$ cat src/rtl/tinyalu_driver_if.sv
// Command/response port of the tinyalu driver, plus the driver-to-ALU pin bundle.
// Master drives the request side of each bundle; slave answers it.
interface tinyalu_driver_if;
    logic        cmd_valid;
    logic        cmd_ready;
    logic [2:0]  cmd_op;
    logic [7:0]  cmd_a;
    logic [7:0]  cmd_b;
    logic        rsp_valid;
    logic        rsp_ready;
    logic [15:0] rsp_result;
    logic [2:0]  rsp_op;
    logic        rsp_timeout;

    modport master (
        output cmd_valid, cmd_op, cmd_a, cmd_b, rsp_ready,
        input  cmd_ready, rsp_valid, rsp_result, rsp_op, rsp_timeout
    );
    modport slave (
        input  cmd_valid, cmd_op, cmd_a, cmd_b, rsp_ready,
        output cmd_ready, rsp_valid, rsp_result, rsp_op, rsp_timeout
    );
endinterface

interface tinyalu_if;
    logic [7:0]  alu_a;
    logic [7:0]  alu_b;
    logic [2:0]  alu_op;
    logic        alu_start;
    logic        alu_reset_n;
    logic        alu_done;
    logic [15:0] alu_result;

    modport master (
        output alu_a, alu_b, alu_op, alu_start, alu_reset_n,
        input  alu_done, alu_result
    );
    modport slave (
        input  alu_a, alu_b, alu_op, alu_start, alu_reset_n,
        output alu_done, alu_result
    );
endinterface

$ cat src/rtl/tinyalu_driver.sv
// Purpose: initiator for the tinyalu start/done protocol; one command in flight, single-entry response.
// Latency: accept T, start T+1, response valid the cycle after done (or after timeout / reset pulse).
// Backpressure: cmd_ready only in IDLE; response held stable until rsp_ready.
module tinyalu_driver #(
    parameter int TIMEOUT    = 32,
    parameter int RST_CYCLES = 2
) (
    input  logic             clk,
    input  logic             reset,
    tinyalu_driver_if.slave  cmd,
    tinyalu_if.master        alu
);
    typedef enum logic [2:0] {IDLE, BUSY, NOP, RST, RESP} state_t;

    localparam int CMAX = (TIMEOUT > RST_CYCLES) ? TIMEOUT : RST_CYCLES;
    localparam int CW   = $clog2(CMAX + 1);
    localparam logic [CW-1:0] TO_LAST  = CW'(TIMEOUT - 1);
    localparam logic [CW-1:0] RST_LAST = CW'(RST_CYCLES - 1);
    localparam logic [2:0] OP_NOP = 3'b000;
    localparam logic [2:0] OP_RST = 3'b111;

    state_t        state, state_n;
    logic [CW-1:0] cnt;
    logic          accept, finish, fin_timeout, start_c;
    logic [15:0]   fin_result;
    logic [7:0]    a_q, b_q;
    logic [2:0]    op_q, rsp_op_q;
    logic [15:0]   rsp_result_q;
    logic          rsp_timeout_q;

    always_comb begin
        state_n     = state;
        accept      = 1'b0;
        finish      = 1'b0;
        fin_timeout = 1'b0;
        fin_result  = '0;
        start_c     = 1'b0;
        case (state)
            IDLE: begin
                if (cmd.cmd_valid) begin
                    accept = 1'b1;
                    if (cmd.cmd_op == OP_RST)      state_n = RST;
                    else if (cmd.cmd_op == OP_NOP) state_n = NOP;
                    else                           state_n = BUSY;
                end
            end
            BUSY: begin
                // start is masked by done so a one-cycle op never sees a second start
                start_c = ~alu.alu_done;
                if (alu.alu_done) begin
                    finish     = 1'b1;
                    fin_result = alu.alu_result;
                    state_n    = RESP;
                end else if (cnt == TO_LAST) begin
                    finish      = 1'b1;
                    fin_timeout = 1'b1;
                    state_n     = RESP;
                end
            end
            NOP: begin
                start_c = 1'b1;
                finish  = 1'b1;
                state_n = RESP;
            end
            RST: begin
                if (cnt == RST_LAST) begin
                    finish  = 1'b1;
                    state_n = RESP;
                end
            end
            RESP: begin
                if (cmd.rsp_ready) state_n = IDLE;
            end
            default: state_n = IDLE;
        endcase
    end

    always_ff @(posedge clk or posedge reset) begin
        if (reset) begin
            state         <= IDLE;
            cnt           <= '0;
            a_q           <= '0;
            b_q           <= '0;
            op_q          <= '0;
            rsp_result_q  <= '0;
            rsp_op_q      <= '0;
            rsp_timeout_q <= 1'b0;
        end else begin
            state <= state_n;
            if (accept) begin
                cnt  <= '0;
                a_q  <= cmd.cmd_a;
                b_q  <= cmd.cmd_b;
                op_q <= cmd.cmd_op;
            end else if (state == BUSY || state == RST) begin
                cnt <= cnt + CW'(1);
            end
            if (finish) begin
                rsp_result_q  <= fin_result;
                rsp_op_q      <= op_q;
                rsp_timeout_q <= fin_timeout;
            end
        end
    end

    assign cmd.cmd_ready   = (state == IDLE) && !reset;
    assign cmd.rsp_valid   = (state == RESP);
    assign cmd.rsp_result  = rsp_result_q;
    assign cmd.rsp_op      = rsp_op_q;
    assign cmd.rsp_timeout = rsp_timeout_q;
    assign alu.alu_a       = a_q;
    assign alu.alu_b       = b_q;
    assign alu.alu_op      = op_q;
    assign alu.alu_start   = start_c;
    assign alu.alu_reset_n = (state != RST);
endmodule
$ cat src/flat_wrapper.sv
// flat-port wrapper written by rule: the top's interface ports become plain ports
module tinyalu_driver_flat 
#(
    parameter int TIMEOUT    = 32,
    parameter int RST_CYCLES = 2
)
  (clk, reset, cmd_cmd_valid, cmd_cmd_op, cmd_cmd_a, cmd_cmd_b, cmd_rsp_ready, cmd_cmd_ready, cmd_rsp_valid, cmd_rsp_result, cmd_rsp_op, cmd_rsp_timeout, alu_alu_a, alu_alu_b, alu_alu_op, alu_alu_start, alu_alu_reset_n, alu_alu_done, alu_alu_result);
  tinyalu_driver_if cmd_i ();
  tinyalu_if alu_i ();
  input  logic clk;
  input  logic reset;
  input wire logic [$bits(cmd_i.cmd_valid)-1:0] cmd_cmd_valid;
  input wire logic [$bits(cmd_i.cmd_op)-1:0] cmd_cmd_op;
  input wire logic [$bits(cmd_i.cmd_a)-1:0] cmd_cmd_a;
  input wire logic [$bits(cmd_i.cmd_b)-1:0] cmd_cmd_b;
  input wire logic [$bits(cmd_i.rsp_ready)-1:0] cmd_rsp_ready;
  output wire logic [$bits(cmd_i.cmd_ready)-1:0] cmd_cmd_ready;
  output wire logic [$bits(cmd_i.rsp_valid)-1:0] cmd_rsp_valid;
  output wire logic [$bits(cmd_i.rsp_result)-1:0] cmd_rsp_result;
  output wire logic [$bits(cmd_i.rsp_op)-1:0] cmd_rsp_op;
  output wire logic [$bits(cmd_i.rsp_timeout)-1:0] cmd_rsp_timeout;
  output wire logic [$bits(alu_i.alu_a)-1:0] alu_alu_a;
  output wire logic [$bits(alu_i.alu_b)-1:0] alu_alu_b;
  output wire logic [$bits(alu_i.alu_op)-1:0] alu_alu_op;
  output wire logic [$bits(alu_i.alu_start)-1:0] alu_alu_start;
  output wire logic [$bits(alu_i.alu_reset_n)-1:0] alu_alu_reset_n;
  input wire logic [$bits(alu_i.alu_done)-1:0] alu_alu_done;
  input wire logic [$bits(alu_i.alu_result)-1:0] alu_alu_result;
  assign cmd_i.cmd_valid = cmd_cmd_valid;
  assign cmd_i.cmd_op = cmd_cmd_op;
  assign cmd_i.cmd_a = cmd_cmd_a;
  assign cmd_i.cmd_b = cmd_cmd_b;
  assign cmd_i.rsp_ready = cmd_rsp_ready;
  assign cmd_cmd_ready = cmd_i.cmd_ready;
  assign cmd_rsp_valid = cmd_i.rsp_valid;
  assign cmd_rsp_result = cmd_i.rsp_result;
  assign cmd_rsp_op = cmd_i.rsp_op;
  assign cmd_rsp_timeout = cmd_i.rsp_timeout;
  assign alu_alu_a = alu_i.alu_a;
  assign alu_alu_b = alu_i.alu_b;
  assign alu_alu_op = alu_i.alu_op;
  assign alu_alu_start = alu_i.alu_start;
  assign alu_alu_reset_n = alu_i.alu_reset_n;
  assign alu_i.alu_done = alu_alu_done;
  assign alu_i.alu_result = alu_alu_result;
  tinyalu_driver #(.TIMEOUT(TIMEOUT), .RST_CYCLES(RST_CYCLES)) u_core (.clk(clk), .reset(reset), .cmd(cmd_i), .alu(alu_i));
endmodule
$ cat config.mk
export PLATFORM = sky130hd
export DESIGN_NAME = tinyalu_driver_flat
export DESIGN_NICKNAME = d
export VERILOG_FILES = /design/src/rtl/tinyalu_driver_if.sv /design/src/rtl/tinyalu_driver.sv /design/src/flat_wrapper.sv
export SDC_FILE = /design/constraint.sdc
export NUM_CORES = 1
export LEC_CHECK = 0
export CAP_MARGIN = 40
export CORE_UTILIZATION = 42
export DETAILED_ROUTE_END_ITERATION = 10
export PLACE_DENSITY = 0.8
export SLEW_MARGIN = 20
export SYNTH_ARGS = -nofsm -noshare
export SYNTH_HDL_FRONTEND = slang
export SYNTH_SLANG_ARGS = --single-unit
export TNS_END_PERCENT = 20
$ cat constraint.sdc
create_clock -name clk -period 2.65 [get_ports clk]
set_clock_uncertainty 0.15 [all_clocks]
set_input_delay 0.265 -clock clk [delete_from_list [all_inputs] [get_ports clk]]
set_output_delay 0.265 -clock clk [all_outputs]
set_load 0.01 [all_outputs]
# Word-level counts from Yosys, hierarchy flattened
# Index checks and enable logic that the tools add are counted.
# totals
reg_bits,48
output_inout_bits,43
word_cells,50
inputBits,40
# op_classes
bitwise,1
eq_ne,12
add_sub_neg,1
muxes,21
n_reduce_logical,7
# ops
cell,count
$mux W16,2
$mux W3,6
$pmux W3 S5,1
$mux W6,2
$mux W1,7
$add A6 B1 Y6 const B,1
$eq A3 B2 Y1 const B,2
$eq A3 B3 Y1 const B,2
$eq A6 B1 Y1 const B,1
$eq A6 B5 Y1 const B,1
$logic_not A3 Y1,2
$ne A3 B2 Y1 const B,2
$ne A2 B2 Y1 const B,2
$reduce_and A4 Y1,1
$eq A3 B1 Y1 const B,1
$pmux W1 S3,1
$mux W2,1
$ne A2 B1 Y1 const B,1
$pmux W1 S2,1
$reduce_bool A2 Y1,1
$logic_and A1 B1 Y1,1
$logic_not A1 Y1,1
$logic_or A1 B1 Y1,1
$not A1 Y1,1

# Logic depth before layout (Yosys ltp)
# Gate-level depths: netlist (run 1).
# depth
depth_word,5
mapped_depth,7
mapped_depth_nobuf,6

# Least setup slack after synthesis (run 1)
# Ideal clock, no wire load.
# synth_timing
path_kind,register to register
from,register u_core.cnt[1]
to,"register u_core.rsp_op_q[0], in the netlist u_core.cmd.rsp_op[0]"
path_stages_with_launch,8
arrival_time_ps,1721
n_path_buf,1
period_less_slack_ps,1996
required_time_ps,2375
setup_ps,125
path_slack_ps,654
cell_sequence,dfrtp_1 > inv_1 > ha_1 > or4b_4 > o211ai_2 > o211ai_2 > buf_6 > mux2_4
# synth_via
elab_chain_len,4
word_cells_on_any_way,6
cone_classes,eq/ne: 2; mux: 4
# synth_rtl
item,line_no,rtl
start: declaration,tinyalu_driver.sv:23,logic [CW-1:0] cnt;
start signal: assignment,tinyalu_driver.sv:96,cnt <= cnt + CW'(1);
$eq A6 B5 Y1,tinyalu_driver.sv:54,end else if (cnt == TO_LAST) begin
$mux W1,tinyalu_driver.sv:54,
$mux W1,tinyalu_driver.sv:50,if (alu.alu_done) begin
$pmux W1 S3 (*),tinyalu_driver.sv:38,case (state)
end signal: assignment,tinyalu_driver.sv:100,rsp_op_q <= op_q;
end: declaration,tinyalu_driver.sv:27,"logic [2:0] op_q, rsp_op_q;"
# Mark *: on every way between the ends. The rest lies on a longest branch, timed or not.
# A chain may end at the register's enable or synchronous reset.

# Final worst setup path (run 1)
# layout_timing
from,register u_core.state[0]
to,output alu_alu_start
# layout_via
elab_chain_len,2
word_cells_on_any_way,3
cone_classes,eq/ne: 2; mux: 1
# layout_rtl
item,line_no,rtl
start: declaration,tinyalu_driver.sv:22,"state_t state, state_n;"
start signal: assignment,tinyalu_driver.sv:89,state <= state_n;
$eq A3 B2 Y1 / $eq A3 B1 Y1 (equally long branches),tinyalu_driver.sv:38,
$pmux W1 S2 (*),tinyalu_driver.sv:38,
end: declaration,flat_wrapper.sv:25,output wire logic [$bits(alu_i.alu_start)-1:0] alu_alu_start;
# Marked as above.

==> Flow_metrics.wiki, run 1 <==
{| class="wikitable"
! Metric !! Value
|-
| Final setup viols || 0
|-
| Measured slew at the worst slew-check pin || 0.4368 ns
|-
| Critical path endpoint category || output port
|-
| Total power divided by cell area || 1109 nW/um^2
|-
| Outcome || finished with violations
|-
| WP buf/inv || 2
|-
| Worst path slowest cell || clkdlybuf4s50_1
|-
| Setup bufs post-CTS || 0
|-
| Via density || 5.191
|-
| Post-CTS resize count || 0
|-
| Register bit count reported by yosys || 48
|-
| Hold Worst Slack || 0.1013 ns
|-
| Proportion of netlist area held by the largest area contributor || 60.34%
|-
| Static Leak || 1.295 nW
|-
| Relative area change from synthesis to final layout || 50.28%
|-
| First drt pass iteration count || 7
|-
| Fin Setup TNS || 0 ns
|-
| Post-detail-place hpwl || 3.170 mm
|-
| 1st-iter DRT viols || 91
|-
| Synthesized area || 1991 sq um
|-
| CTS hold repair buffers || 0
|-
| Sink Count || 48
|-
| Grt total ovfl || 0
|-
| Width of the die || 70.85 um
|-
| MaxCap Viol Count || 0
|-
| Standard cell area after detailed placement || 2898 sq um
|-
| Initial antenna violation count || 0
|-
| WP data required || 2.24 ns
|-
| Post-synthesis cell type with the largest combined area || dfrtp_1
|-
| Clock buffer count from CTS || 5
|-
| Area of the die || 5019 sq um
|-
| Drt wl/cell || 15.13 um
|-
| Worst-path cell chain || inv_1, nor3_1, a21oi_1, nor2_1, clkdlybuf4s50_1
|-
| Standard-cell row count || 24
|-
| Max rail drop VDD || 0.0005831 V
|-
| Class of the tightest hold or removal check || primary input to asynchronous set/reset pin
|-
| Slowest stage delay, CP || 0.55 ns
|-
| Layout Cell Area excl Fill || 2992 sq um
|-
| Critical path launch point type || flip-flop
|-
| Number of I/O pins || 83
|-
| Violations in the final reports || design-rule violations
|-
| Drt drc || 20
|-
| Max Transition Viols Final || 0
|-
| Category of cells accounting for the largest share of critical-path delay || buffers and inverters
|-
| Die Height || 70.85 um
|-
| Number of input and output port buffers inserted || 82
|-
| Gr usage total || 18.39%
|-
| Top library cells by usage in the layout, fill and taps aside || clkdlybuf4s50_1 (82), dfrtp_1 (48), mux2_2 (20), a22o_1 (16), nor2_1 (12)
|-
| Number of hold violations in the final report || 0
|-
| Count of antenna-violating nets left after detailed routing || 0
|-
| Achievable Freq || 447.5 MHz
|-
| Count of placed standard cells in the final layout, fillers left out || 288
|-
| Number of warnings reported in the yosys synthesis log || 0
|-
| Final clock period utilization by the worst path || 84.33%
|-
| CTS tree || built
|-
| Post-synth net total || 191
|-
| Maximum number of pins on one net before global-route repair || 40
|-
| Maximum count of clock buffers along a single path || 2
|-
| Part of the Yosys area used for sequential elements || 60.34%
|-
| Diodes inserted || 0
|-
| CTS H-Tree Depth || 2
|-
| Number of nets in the layout || 277
|-
| Count of different cell masters after synthesis || 31
|-
| Last weighted congestion value of the routability-driven placer || 0.7633
|-
| Wire length of the first global-routing pass || 7.182 mm
|-
| Post-Place Cells || 280
|-
| Number of global-route vias before repair || 1538
|-
| Total core area || 4444 sq um
|-
| Synth Area per Inst || 13.36 sq um
|-
| Initial standard-cell utilization of the core || 44.79%
|-
| Type of the setup path with the least slack || flip-flop to output port
|-
| Final routed wirelength across all metal layers || 4.356 mm
|-
| Arrival time at the worst endpoint || 1.82 ns
|-
| Final critical-path required period || 2.235 ns
|-
| Source-to-sink clock delay at the later pin of the worst-skew pair || 0.29 ns
|-
| Worst slew margin relative to its limit || 70.88%
|-
| Area contributors post-synth || dfrtp_1 (60%), mux2_2 (11%), a22o_1 (7.0%), nor2_1 (2.3%), xor2_1 (1.8%)
|-
| Share of layout cells above drive strength 1 || 16.53%
|-
| Clock tree root driver cell || clkbuf_8
|-
| RSZ-0062 raised after global routing || no
|-
| Most common cell after layout, fill and taps aside || clkdlybuf4s50_1
|-
| Worst Path Max Fanout || 7
|-
| Post-synthesis cell count || 149
|-
| Clock transition at the registers of the reported paths || 0.09 ns
|-
| Vias after detailed routing || 1495
|}
-- worst register-to-register path: cells and delay by family, from the launching register on --
family / cells / cell delay (ns)
adder cells (fa/ha/maj): 1 / 0.12
flip-flops: 1 / 0.41
multiplexers: 1 / 0.30
AND/OR/NAND/NOR: 1 / 0.46
buffers and inverters: 2 / 0.28
AO/OA/AOI/OAI: 2 / 0.33
-- area by class of cell --
cell class | count | area (sq um)
fillers | 344 | 1453
flip-flops and latches | 48 | 1201
repair buffers | 87 | 874.6
multi-input cells | 88 | 738.2
clock buffers | 7 | 86.33
well taps | 52 | 65.06
inverters | 5 | 18.77
clock inverters | 1 | 7.507
-- state kept, by name, indices dropped and copies added (netlist names) --
register                count
u_core.alu.alu_a            8
u_core.alu.alu_b            8
u_core.alu.alu_op           3
u_core.cmd.rsp_op           3
u_core.cmd.rsp_result      16
u_core.cmd.rsp_timeout      1
u_core.cnt                  6
u_core.state                3
-- synth_stat cells (all sizes together) --
cell    count
nor3        2
or4b        1
nor4        1
or4         1
a32o        1
nand2b      1
a22o       16
xor2        4
nand2       5
mux2i       2
xnor2       1
nor2       12
and3        2
nor2b       1
nand4       3
inv         5
a211oi      1
a21oi       1
clkbuf      2
buf         6
o21ai       3
nor4b       1
mux2       22
o31ai       1
dfrtp      48
ha          2
o211ai      4
-- where the power goes --
group,internal (mW),switching (mW)
clock network,0.212,0.231
registers,1.05,0.234
logic,0.975,0.611
total,2.24,1.08
-- logic make-up after synthesis --
logic type               Yosys count  synth area share (%)
flip-flops                        48                 60.34
AND/OR/NAND/NOR                   30                 8.046
AO/OA/AOI/OAI                     27                 11.31
multiplexers                      24                 13.83
buffers and inverters             13                 3.017
XOR/XNOR                           5                 2.200
adder cells (fa/ha/maj)            2                 1.257
-- stage by stage --
step	setup WS, ns	power (mW)	util [%]
6_report	0.4153	3.318	67.31
5_1_grt	0.2913	3.532	67.31
4_1_cts	0.4098	3.354	67.31
3_5_place_dp	0.5085	2.896	65.20
3_3_place_gp	0.2858	2.843	64.78
2_1_floorplan	0.6543	2.077	-
-- worst paths after layout --
kind | startpoint | to | slack (ns) | cells past startpoint
max in group asynchronous | reset | u_core.cnt[5] | 1.78 | 3
min in group clk | u_core.cmd.rsp_result[8] | u_core.cmd.rsp_result[8] | 0.36 | 1
setup reg to reg | u_core.cnt[1] | u_core.cmd.rsp_op[0] | 0.50 | 7
hold / removal | reset | u_core.state[0] | 0.10 | 2
hold reg to reg | u_core.cmd.rsp_result[8] | u_core.cmd.rsp_result[8] | 0.36 | 1
setup / recovery | u_core.state[0] | alu_alu_start | 0.42 | 5
-- per-layer routing --
layer  vias to the layer above  wire, um  global-route usage, %
met4                         0        48                  5.333
met2                        70      2063                  30.02
met1                       709      1882                  23.96
met3                         6       362                  5.413
met5                         -         0                      0
li1                        710         -                      -
No activity file was read; power rests on OpenSTA's default activity.
==> inputs of run 2 (changes only) <==
--- a/config.mk
+++ b/config.mk
@@ -6,9 +6,9 @@
 export NUM_CORES = 1
 export LEC_CHECK = 0
 export CAP_MARGIN = 40
-export CORE_UTILIZATION = 42
+export CORE_UTILIZATION = 38
 export DETAILED_ROUTE_END_ITERATION = 10
-export PLACE_DENSITY = 0.8
+export PLACE_DENSITY = 0.76
 export SLEW_MARGIN = 20
 export SYNTH_ARGS = -nofsm -noshare
 export SYNTH_HDL_FRONTEND = slang
==> constraint.sdc (replaced) <==
create_clock -name clk -period 1.9 [get_ports clk]
set_clock_uncertainty 0.15 [all_clocks]
set_input_delay 0.19 -clock clk [delete_from_list [all_inputs] [get_ports clk]]
set_output_delay 0.19 -clock clk [all_outputs]
set_load 0.01 [all_outputs]
==> run 2 against run 1 <==
The flow finishes with violations (negative setup slack). Critical path depth increased by 2. Clock power rose by 41%. Sequential share of layout area down 1.8 points. Register-to-register slack lost 0.61 ns. Critical path type is now flip-flop to flip-flop.
==> Flow_metrics.wiki, run 2 (synthesis gave the netlist of run 1 again) <==
{| class="wikitable"
! Metric !! Value
|-
| Outcome || finished with violations
|-
| Violations in the final reports || negative setup slack
|-
| Post-detail-place hpwl || 3.350 mm
|-
| Number of input and output port buffers inserted || 82
|-
| Category of cells accounting for the largest share of critical-path delay || simple AND/OR/NAND/NOR gates
|-
| Standard-cell row count || 25
|-
| Critical R2R Launch || u_core.cnt[1]
|-
| Max Transition Viols Final || 0
|-
| Maximum number of pins on one net before global-route repair || 26
|-
| Diodes inserted || 0
|-
| Class of the tightest hold or removal check || primary input to asynchronous set/reset pin
|-
| Worst Path Max Fanout || 6
|-
| Width of the die || 74.38 um
|-
| Number of global-route vias before repair || 1619
|-
| Number of nets in the layout || 294
|-
| Most common cell after layout, fill and taps aside || clkdlybuf4s50_1
|-
| Clock transition at the registers of the reported paths || 0.09 ns
|-
| RSZ-0062 raised after global routing || yes
|-
| Final routed wirelength across all metal layers || 4.475 mm
|-
| Share of layout cells above drive strength 1 || 24.51%
|-
| Critical Path Start || u_core.cnt[1]
|-
| Worst-path cell chain || inv_1, ha_1, or4b_4, o211ai_2, o211ai_2, buf_6, mux2_4
|-
| Int Pwr || 3.298 mW
|-
| Hold Worst Slack || 0.1400 ns
|-
| Worst path slowest cell || or4b_4
|-
| Arrival time at the worst endpoint || 2.05 ns
|-
| MaxCap Viol Count || 0
|-
| Relative area change from synthesis to final layout || 57.89%
|-
| Count of antenna-violating nets left after detailed routing || 0
|-
| Flip-flop count of the largest register after layout || 16
|-
| CP Depth || 7
|-
| Die Height || 74.38 um
|-
| CTS tree || built
|-
| Clock network fraction of design power || 12.9%
|-
| 1st-iter DRT viols || 68
|-
| Worst slew margin relative to its limit || 78.22%
|-
| Last weighted congestion value of the routability-driven placer || 0.7986
|-
| Maximum count of clock buffers along a single path || 2
|-
| Initial standard-cell utilization of the core || 40.79%
|-
| Critical path launch point type || flip-flop
|-
| CTS H-Tree Depth || 2
|-
| Drt wl/cell || 13.98 um
|-
| Gr usage total || 17.18%
|-
| Total net switching power || 1.542 mW
|-
| Final clock period utilization by the worst path || 106.0%
|-
| First drt pass iteration count || 4
|-
| Slowest stage delay, CP || 0.46 ns
|-
| Initial antenna violation count || 0
|-
| Max rail drop VDD || 0.0009279 V
|-
| Via density || 4.934
|-
| Type of the setup path with the least slack || flip-flop to flip-flop
|-
| Worst Setup Slack, final || -0.1146 ns
|-
| Drt drc || 0
|-
| Wire length of the first global-routing pass || 7.100 mm
|-
| Sink Count || 48
|-
| Clock tree root driver cell || clkbuf_8
|-
| Cell repeated most along the worst path || o211ai_2
|-
| Number of I/O pins || 83
|-
| Grt total ovfl || 0
|-
| Worst reg2reg path depth || 7
|-
| Net switching share of the total power || 31.86%
|-
| Sequential power share || 36.1%
|-
| Vias after detailed routing || 1579
|-
| Top library cells by usage in the layout, fill and taps aside || clkdlybuf4s50_1 (78), dfrtp_1 (45), mux2_2 (20), buf_4 (19), a22o_1 (16)
|-
| Source-to-sink clock delay at the later pin of the worst-skew pair || 0.30 ns
|-
| WP buf/inv || 2
|-
| Combinational Power Share || 50.9%
|-
| Final critical-path required period || 2.015 ns
|-
| Total core area || 4880 sq um
|-
| Total power divided by cell area || 1540 nW/um^2
|-
| Achievable Freq || 496.4 MHz
|-
| Measured slew at the worst slew-check pin || 0.3267 ns
|-
| Clock buffer count from CTS || 5
|-
| Area of the die || 5532 sq um
|-
| Number of hold violations in the final report || 0
|-
| Critical path endpoint category || flip-flop
|-
| WP data required || 1.94 ns
|-
| CTS hold repair buffers || 0
|-
| Static Leak || 1.386 nW
|-
| Final setup viols || 20
|-
| Fin Setup TNS || -1.203 ns
|}
[run 2: worst paths after layout]
check | endpoint | slack [ns]
setup / recovery | u_core.cmd.rsp_op[0] | -0.11
hold / removal | u_core.cnt[4] | 0.14
setup reg to reg | u_core.cmd.rsp_op[0] | -0.11
hold reg to reg | u_core.cmd.rsp_timeout | 0.36
max in group asynchronous | u_core.state[2] | 1.18
min in group clk | u_core.cmd.rsp_result[10] | 0.34
[run 2: tightest hold or removal path, stage by stage]
cell             delay [ns]
clkdlybuf4s50_1        0.44
inv_2                  0.07
buf_4                  0.29
[run 2: timing repair]
action / 4_1_cts / 5_1_grt
pin swaps: 0 / 14
endpoints found under the hold margin: 0 / 0
setup buffers: 2 / 1
gates resized for setup: 8 / 6
setup endpoints to repair: 25 / 24
[run 2: per-stage QoR]
stage / setup WS, ns / total power [mW] / area, sq um / cells / util (%)
6_report: -0.1146 / 4.840 / 3143 / 320 / 64.41
5_1_grt: -0.1915 / 5.184 / 3143 / 320 / 64.41
4_1_cts: -0.1360 / 4.873 / 3128 / 319 / 64.10
3_5_place_dp: -0.1319 / 4.218 / 3018 / 309 / 61.85
3_3_place_gp: -0.09549 / 4.144 / 3018 / 309 / 61.85
2_1_floorplan: -0.08421 / 2.898 / 1991 / 149 / -
[run 2: area by class of cell]
| type | count | area [sq um] |
|---|---|---|
| fill | 405 | 1737 |
| sequential | 48 | 1205 |
| timing repair buffer | 104 | 997.2 |
| multi-input combinational | 88 | 744.5 |
| clock buffer | 7 | 86.33 |
| tap | 67 | 83.83 |
| inverter | 5 | 18.77 |
| clock inverter | 1 | 7.507 |
[run 2: layer usage]
layer  global-route usage [%]  up-vias  part of all wire [%]  wire [um]
met4                    6.080        0                   1.4         62
met3                    7.453        9                    10        452
met2                    28.13       66                    47       2090
met5                        0        -                     0          0
li1                         -      742                     -          -
met1                    20.12      762                    42       1870
[run 2: power groups by stage]
stage | logic [mW] | registers (mW) | clock network [mW]
2_1_floorplan | 0.975 | 1.92 | 0
4_1_cts | 2.47 | 1.75 | 0.647
3_5_place_dp | 2.44 | 1.78 | 0
3_3_place_gp | 2.38 | 1.76 | 0
5_1_grt | 2.68 | 1.82 | 0.682
6_report | 2.47 | 1.75 | 0.626
